[src/rtl/ps2_frame_rx.sv]
// PS/2 device-to-host frame receiver: sync, SCL deglitch, 11-bit frame FSM.
// Ports:
//   clk, rst        - system clock, synchronous active-high reset
//   SCL, SDA        - raw PS/2 clock/data lines (asynchronous)
//   data_valid      - 1-cycle pulse: good byte loaded into data_out
//   data_out[7:0]   - last good scan code, held between frames
//   parity_err      - 1-cycle pulse: odd-parity check failed
//   frame_err       - 1-cycle pulse: bad stop bit or timeout abort
module ps2_frame_rx #(
  parameter int FILTER_LEN  = 8,
  parameter int TIMEOUT_CYC = 50000
) (
  input  logic       clk,
  input  logic       rst,
  input  logic       SCL,
  input  logic       SDA,
  output logic       data_valid,
  output logic [7:0] data_out,
  output logic       parity_err,
  output logic       frame_err
);

  localparam int FW = $clog2(FILTER_LEN + 1);
  localparam int TW = $clog2(TIMEOUT_CYC + 1);

  typedef enum logic [1:0] {
    IDLE,
    DATA,
    PARITY,
    STOP
  } state_t;

  logic          scl_s1_q, scl_s2_q;
  logic          sda_s1_q, sda_s2_q;
  logic          scl_f_q, scl_f_d;
  logic          scl_fd_q;
  logic [FW-1:0] flt_q, flt_d;
  state_t        state_q, state_d;
  logic [7:0]    sh_q, sh_d;
  logic [2:0]    bit_q, bit_d;
  logic          par_q, par_d;
  logic [TW-1:0] tmo_q, tmo_d;
  logic [7:0]    dout_q, dout_d;
  logic          dv_q, dv_d;
  logic          pe_q, pe_d;
  logic          fe_q, fe_d;
  logic          afe;
  logic          tmo_hit;
  logic          par_good;

  always_ff @(posedge clk) begin
    if (rst) begin
      scl_s1_q <= 1'b1;
      scl_s2_q <= 1'b1;
      sda_s1_q <= 1'b1;
      sda_s2_q <= 1'b1;
      scl_f_q  <= 1'b1;
      scl_fd_q <= 1'b1;
      flt_q    <= '0;
      state_q  <= IDLE;
      sh_q     <= '0;
      bit_q    <= '0;
      par_q    <= 1'b0;
      tmo_q    <= '0;
      dout_q   <= '0;
      dv_q     <= 1'b0;
      pe_q     <= 1'b0;
      fe_q     <= 1'b0;
    end else begin
      scl_s1_q <= SCL;
      scl_s2_q <= scl_s1_q;
      sda_s1_q <= SDA;
      sda_s2_q <= sda_s1_q;
      scl_f_q  <= scl_f_d;
      scl_fd_q <= scl_f_q;
      flt_q    <= flt_d;
      state_q  <= state_d;
      sh_q     <= sh_d;
      bit_q    <= bit_d;
      par_q    <= par_d;
      tmo_q    <= tmo_d;
      dout_q   <= dout_d;
      dv_q     <= dv_d;
      pe_q     <= pe_d;
      fe_q     <= fe_d;
    end
  end

  // Count consecutive samples disagreeing with the filtered level;
  // any agreeing sample restarts the run.
  always_comb begin
    flt_d   = '0;
    scl_f_d = scl_f_q;
    if (scl_s2_q != scl_f_q) begin
      if (flt_q == FW'(FILTER_LEN - 1)) begin
        scl_f_d = scl_s2_q;
      end else begin
        flt_d = flt_q + 1'b1;
      end
    end
  end

  assign afe      = scl_fd_q & ~scl_f_q;
  assign tmo_hit  = (tmo_q == TW'(TIMEOUT_CYC - 1));
  assign par_good = ^{sh_q, par_q};

  always_comb begin
    state_d = state_q;
    sh_d    = sh_q;
    bit_d   = bit_q;
    par_d   = par_q;
    tmo_d   = tmo_q;
    dout_d  = dout_q;
    dv_d    = 1'b0;
    pe_d    = 1'b0;
    fe_d    = 1'b0;

    unique case (state_q)
      IDLE: begin
        tmo_d = '0;
        if (afe && !sda_s2_q) begin
          state_d = DATA;
          bit_d   = '0;
        end
      end
      DATA: begin
        if (afe) begin
          sh_d  = {sda_s2_q, sh_q[7:1]};
          bit_d = bit_q + 3'd1;
          if (bit_q == 3'd7) state_d = PARITY;
        end
      end
      PARITY: begin
        if (afe) begin
          par_d   = sda_s2_q;
          state_d = STOP;
        end
      end
      STOP: begin
        if (afe) begin
          state_d = IDLE;
          if (!sda_s2_q) begin
            fe_d = 1'b1;
          end else if (par_good) begin
            dout_d = sh_q;
            dv_d   = 1'b1;
          end else begin
            pe_d = 1'b1;
          end
        end
      end
      default: state_d = IDLE;
    endcase

    // An edge beats a coincident timeout: the frame is still alive.
    if (state_q != IDLE) begin
      if (afe) begin
        tmo_d = '0;
      end else if (tmo_hit) begin
        state_d = IDLE;
        fe_d    = 1'b1;
        tmo_d   = '0;
      end else begin
        tmo_d = tmo_q + 1'b1;
      end
    end
  end

  assign data_valid = dv_q;
  assign parity_err = pe_q;
  assign frame_err  = fe_q;
  assign data_out   = dout_q;

endmodule
[config.mk]
export PLATFORM = sky130hd
export DESIGN_NAME = ps2_frame_rx
export DESIGN_NICKNAME = d
export VERILOG_FILES = /design/src/rtl/ps2_frame_rx.sv
export SDC_FILE = /design/constraint.sdc
export NUM_CORES = 1
export LEC_CHECK = 0
export ABC_AREA = 1
export CORE_ASPECT_RATIO = 1.75
export CORE_UTILIZATION = 45
export CTS_CLUSTER_SIZE = 30
export DETAILED_ROUTE_END_ITERATION = 10
export PLACE_DENSITY_LB_ADDON = 0.12
export SYNTH_ARGS = -nofsm -noshare
export SYNTH_HDL_FRONTEND = slang
export SYNTH_SLANG_ARGS = --single-unit
[constraint.sdc]
create_clock -name clk -period 1.7 [get_ports clk]
set_input_delay 0.255 -clock clk [delete_from_list [all_inputs] [get_ports clk]]
set_output_delay 0.255 -clock clk [all_outputs]
set_load 0.05 [all_outputs]
[Word level (Yosys, flattened, before mapping)]
Index checks and enable logic that the tools add are counted.
Cells by class
  add/sub/neg operators: 3
  multiplexer cells: 24
  reductions and logical operators: 14
  bitwise operators: 6
  equal/unequal tests: 9
Operators by type and width (count)
  16-bit 2-to-1 mux: 4
  16-bit by 1-bit adder with 16-bit output, second input constant: 1
  16-bit equality test, second input constant: 1
  2-bit 2-to-1 mux: 8
  9-bit XOR reduction: 1
  1-bit 2-to-1 mux: 8
  2-bit case mux with 4 select lines: 1
  3-bit 2-to-1 mux: 2
  3-bit case mux with 2 select lines: 1
  2-bit AND reduction: 3
  2-bit nonzero test: 3
  1-bit NOT: 5
  4-bit by 1-bit adder with 4-bit output, second input constant: 1
  2-bit equality test, second input constant: 2
  4-bit by 3-bit equality test with 1-bit output, second input constant: 1
  2-bit != test, second input constant: 2
  4-bit AND reduction: 1
  4-bit OR reduction: 1
  3-bit by 1-bit adder with 3-bit output, second input constant: 1
  3-bit equality test, second input constant: 1
  3-bit AND reduction: 1
  3-bit OR reduction: 1
  2-bit by 1-bit equality test with 1-bit output, second input constant: 1
  2-bit logical NOT: 1
  4 further kinds: 4
Storage, ports and cells
  bits in registers: 51
  logic and storage cells: 72

[Logic depth before layout (Yosys ltp)]
  word-level depth: 8
  gate-level depth with buffers: 12
  depth with buffers taken out: 12

[Worst setup path before layout]
OpenSTA, ideal clock, no wires.
  path kind: register to register
  from: register tmo_q[0]
  to: register tmo_q[14]
  setup time: 0.117 ns
  arrival: 1.229 ns
  data required time: 1.583 ns
  stages on the path, launching flop included: 11
  path slack: 0.354 ns
  path through: dfxtp_1 > ha_1 > nand2_1 > nor2_4 > nand3_1 > nor2_1 > nand2_1 > clkinv_1 > nand3_1 > nand2_1 > a21oi_1
Between the ends
  word-level cells in the longest chain between the ends: 4
  elaborated cells between the ends (all ways): 5
  those cells by class: add/sub (1); eq/ne (1); mux (3)
Ends and longest elaborated chain
  from (decl): line 42  | logic [TW-1:0] tmo_q, tmo_d;
  from (signal assigned): line 81  | tmo_q <= tmo_d;
  16-bit by 1-bit adder with 16-bit output or 16-bit equality test (tied branches): line 164, 104
  16-bit 2-to-1 mux *: line 159  | end else if (tmo_hit) begin
  16-bit 2-to-1 mux *: line 157  | if (afe) begin
  16-bit 2-to-1 mux *: line 156  | if (state_q != IDLE) begin
Mark *: on every way between the ends. The rest lies on a longest branch, timed or not.
A chain may end at the register's enable or synchronous reset.

[Worst setup path after layout]
  from: register pe_q (netlist: parity_err)
  to: output parity_err
RTL lines
  from (decl): line 45  | logic pe_q, pe_d;
  from (signal assigned): line 84  | pe_q <= pe_d;
  to (decl): line 19  | output logic parity_err,
No word-level cell between the ends.

==> impl_metrics.csv <==
group,metric,value,unit
sta,fin_skew,0.00511,ns
global_route,antenna_found_initial,0,
critical_path,worstReg2RegEnd,"tmo_q[14]",
drt,via_per_inst,4.93,
final_layout,fin_nets,363,
sta,setup_ws,0.0385,ns
clock_tree,cts_buffer_depth,2,
global_route,busiest_layer,"met2",
final_layout,post-route-util,51.9,%
die,dieHeight,99.0,um
die,rows,35,
synth,synthesis.area,2420,sq um
power_and_ir_drop,power_frac_clock,37.1,%
drt,totalWireLength,4.69,mm
power_and_ir_drop,comb_power_share,1.7,%
global_route,grtUsageMet2,37.8,%
drt,ant_nets,0,
critical_path,cp_top_family,"buffers and inverters",
synth,syn-num-nets,342,
worst_hold_path,hold_path_depth,1,
critical_path,crit_end,"parity_err",
place,hpwl,3.71,mm
final_layout,final_area,2710,sq um
synth,syn-instance-count,334,
sta,finalSetupTns,0,ns
power_and_ir_drop,p_leak,1.18,nW
critical_path,ff2ff_setup_slack,0.21,ns
critical_path,path_max_fanout,1,
place,dpl-instance-area,2610,sq um
die,boundaryPins,15,
power_and_ir_drop,seqPwrFrac,61.2,%
final_layout,diodes,0,
sta,maxSlewHeadroom,66.7,%
global_route,grt_start_max_net_pins,23,
power_and_ir_drop,internal_power,1.55,mW
critical_path,reg2reg_depth,10,
synth,synth_cell_types,34,
global_route,grt_pass1_vias,1931,
die,initial_core_util,46.4,%
sta,setup_viol,0,
clock_tree,path_clk_slew,0.09,ns
place,numPortBuffers,14,
place,pre_cts_ws,0.110,ns
outcome,violations,"DRC",
critical_path,crit_path_start_kind,"flip-flop",
global_route,grt_first_pass_wirelength,8.33,mm
clock_tree,root_buffer,"clkbuf_8",
critical_path,crit_type,"reg2out",
critical_path,crit_path_end_kind,"primary output",
clock_tree,cts.sinks,51,
synth,synth_top_cell_by_area,"dfxtp_1",
synth,synth-warning-count,0,
final_layout,drive_gt1_share,16.0,%
clock_tree,h-tree-depth,2,
sta,max_clock_freq,602,MHz
drt,first_pass_iters,7,
synth,syn_avg_cell_area,7.24,sq um
critical_path,crit_chain,"clkdlybuf4s50_1",
worst_hold_path,hp-class,"reg2reg",
synth,ys_ff_latch,51,
die,die-width,57.4,um
drt,wire_per_inst,11.4,um
critical_path,path_depth,1,
sta,hold_ws,0.411,ns
drt,drc,2,
critical_path,setup.worst_path.start,"parity_err",
critical_path,slowest_delay,0.79,ns
power_and_ir_drop,p_sw_share,21.1,%
job,cap_violations,0,
sta,slew_violations,0,
sta,fin_crit_sh,97.7,%
critical_path,rr_startpoint,"tmo_q[0]",
critical_path,cp_num_buf_inv,1,
drt,vias,2027,
synth,synth_top_cells_by_area,"dfxtp_1 (42%), nand2_1 (11%), inv_1 (6.8%)",
global_route,grt_use_total,18.8,%
sta,tightest_slew,0.498,ns
sta,finalCriticalPeriod,1.66,ns
synth,synth_top_area_share,42.2,%
power_and_ir_drop,power_density,725,nW/um^2
final_layout,synthToLayoutAreaGrowth,12.0,%
die,dieArea,5680,sq um
critical_path,cp.required,1.44,ns
critical_path,cpMaxStageDelayCell,"clkdlybuf4s50_1",
global_route,grt_util_met3,2.76,%
outcome,outcome,"finished, violations left",
place,place_congestion,0.854,
clock_tree,cts_tree,"built",
die,core-area,5210,sq um
global_route,gr-total-overflow,0,
clock_tree,clkLatencyLatePin,0.30,ns
clock_tree,cts_made_buffers,5,
synth,synth_seq_area_share,42.2,%
sta,rsz0062_at_grt,"no",
global_route,grtUsageMet1,18.0,%
power_and_ir_drop,power_switching,0.415,mW
drt,drt_iter0_drc,45,
critical_path,cp.arrival,1.41,ns
sta,hold_viol,0,
clock_tree,ctsHoldBuffers,0,
power_and_ir_drop,irDropWorstVdd,0.403,mV
[final cells by class]
class                   instances  area [sq um]
clock buffers                   7          86.3
clock inverters                 1          8.76
fillers                       533          2500
inverters                      56           210
multi-input cells             222          1150
flip-flops and latches         51          1020
well taps                      55          68.8
repair buffers                 19           159
[power by group through the flow]
| stage | combinational, mW | clock [mW] | sequential (mW) |
|---|---|---|---|
| final | 0.0332 | 0.729 | 1.20 |
| after global routing | 0.0372 | 0.808 | 1.20 |
| after CTS | 0.0342 | 0.760 | 1.20 |
| after detailed placement | 0.0344 | 0 | 1.23 |
| after global placement | 0.0343 | 0 | 1.23 |
| after floorplan | 0.0222 | 0 | 1.23 |
[layer usage]
| layer | part of all wire [%] | wire length [um] |
|---|---|---|
| met2 | 58 | 2710 |
| met5 | 0 | 0 |
| met1 | 39 | 1810 |
| met4 | 1.7 | 79 |
| met3 | 1.9 | 89 |
[layout by cell type, fill, tap and decap left out]
cell type,synthesis,routed
a211o_1,1,1
a211oi_1,1,1
a21oi_1,17,17
and2_1,1,1
buf_4,0,13
clkbuf_1,1,1
clkbuf_8,1,6
clkdlybuf4s50_1,0,4
clkinv_1,1,1
clkinv_4,0,1
dfxtp_1,51,51
dlygate4sd2_1,0,1
dlymetal6s2s_1,0,1
ha_1,4,4
inv_1,44,44
inv_2,11,11
nand2_1,71,70
nand2_2,7,8
nand2_4,5,5
nand3_1,23,23
nand3_2,1,1
nand3_4,1,1
nand4_1,4,4
nor2_1,44,43
nor2_2,1,2
nor2_4,3,3
nor3_1,4,4
nor3_2,1,1
nor3_4,1,1
nor3b_1,4,4
nor4_1,2,2
o211ai_1,2,2
o21ai_0,13,13
o22ai_1,2,2
or2_2,4,4
xnor2_1,2,2
xor2_1,3,3
[worst min path at each step]
stage,start,end
6_report,scl_s1_q,scl_s2_q
5_1_grt,scl_s1_q,scl_s2_q
4_1_cts,scl_s1_q,scl_s2_q
3_5_place_dp,scl_s1_q,scl_s2_q
3_3_place_gp,sda_s1_q,sda_s2_q
2_1_floorplan,SCL,scl_s1_q
[worst reg2reg max path, stage by stage (launching register included)]
cell and delay [ns]:
dfxtp_1 0.37, ha_1 0.18, nand2_1 0.10, nor2_4 0.14
nand3_1 0.13, nor2_2 0.13, nand2_1 0.08, clkinv_1 0.09
nand3_1 0.07, nand2_1 0.07, a21oi_1 0.04
[cell usage after synthesis, drive strengths merged]
cell type / count
xor2: 3
dfxtp: 51
buf: 3
ha: 4
a21oi: 17
nor4: 2
nand3: 25
nor3: 6
nor2: 48
inv: 55
a211oi: 1
o211ai: 2
a211o: 1
and2: 1
nand2: 83
o22ai: 2
clkinv: 1
nor3b: 4
or2: 4
nand4: 4
clkbuf: 2
o21ai: 13
xnor2: 2
[flip-flops by register name, indices dropped and copies added (netlist names), 2 cells and up]
register and flops:
bit_q 3, tmo_q 16, state_q 2, sh_q 8, flt_q 4, data_out 8
[logic make-up after synthesis]
| family | after synthesis | synth area share (%) |
|---|---|---|
| xor+xnor | 5 | 1.81 |
| simple gates | 177 | 35.6 |
| fa+ha+maj | 4 | 2.07 |
| flops | 51 | 42.2 |
| buf+inv | 61 | 10.3 |
| compound gates | 36 | 8.02 |
[per-stage QoR]
stage / total power [mW] / instances
6_report: 1.96 / 411
5_1_grt: 2.05 / 411
4_1_cts: 2.00 / 411
3_5_place_dp: 1.26 / 403
3_3_place_gp: 1.26 / 403
2_1_floorplan: 1.25 / 334
[timing repair]
item	CTS	global route
pin swaps	0	0
endpoints found under the setup margin	1	6
buffers inserted	0	0
hold endpoints to repair	0	0
resized for setup	1	3
(Power assumes the default switching activity.)
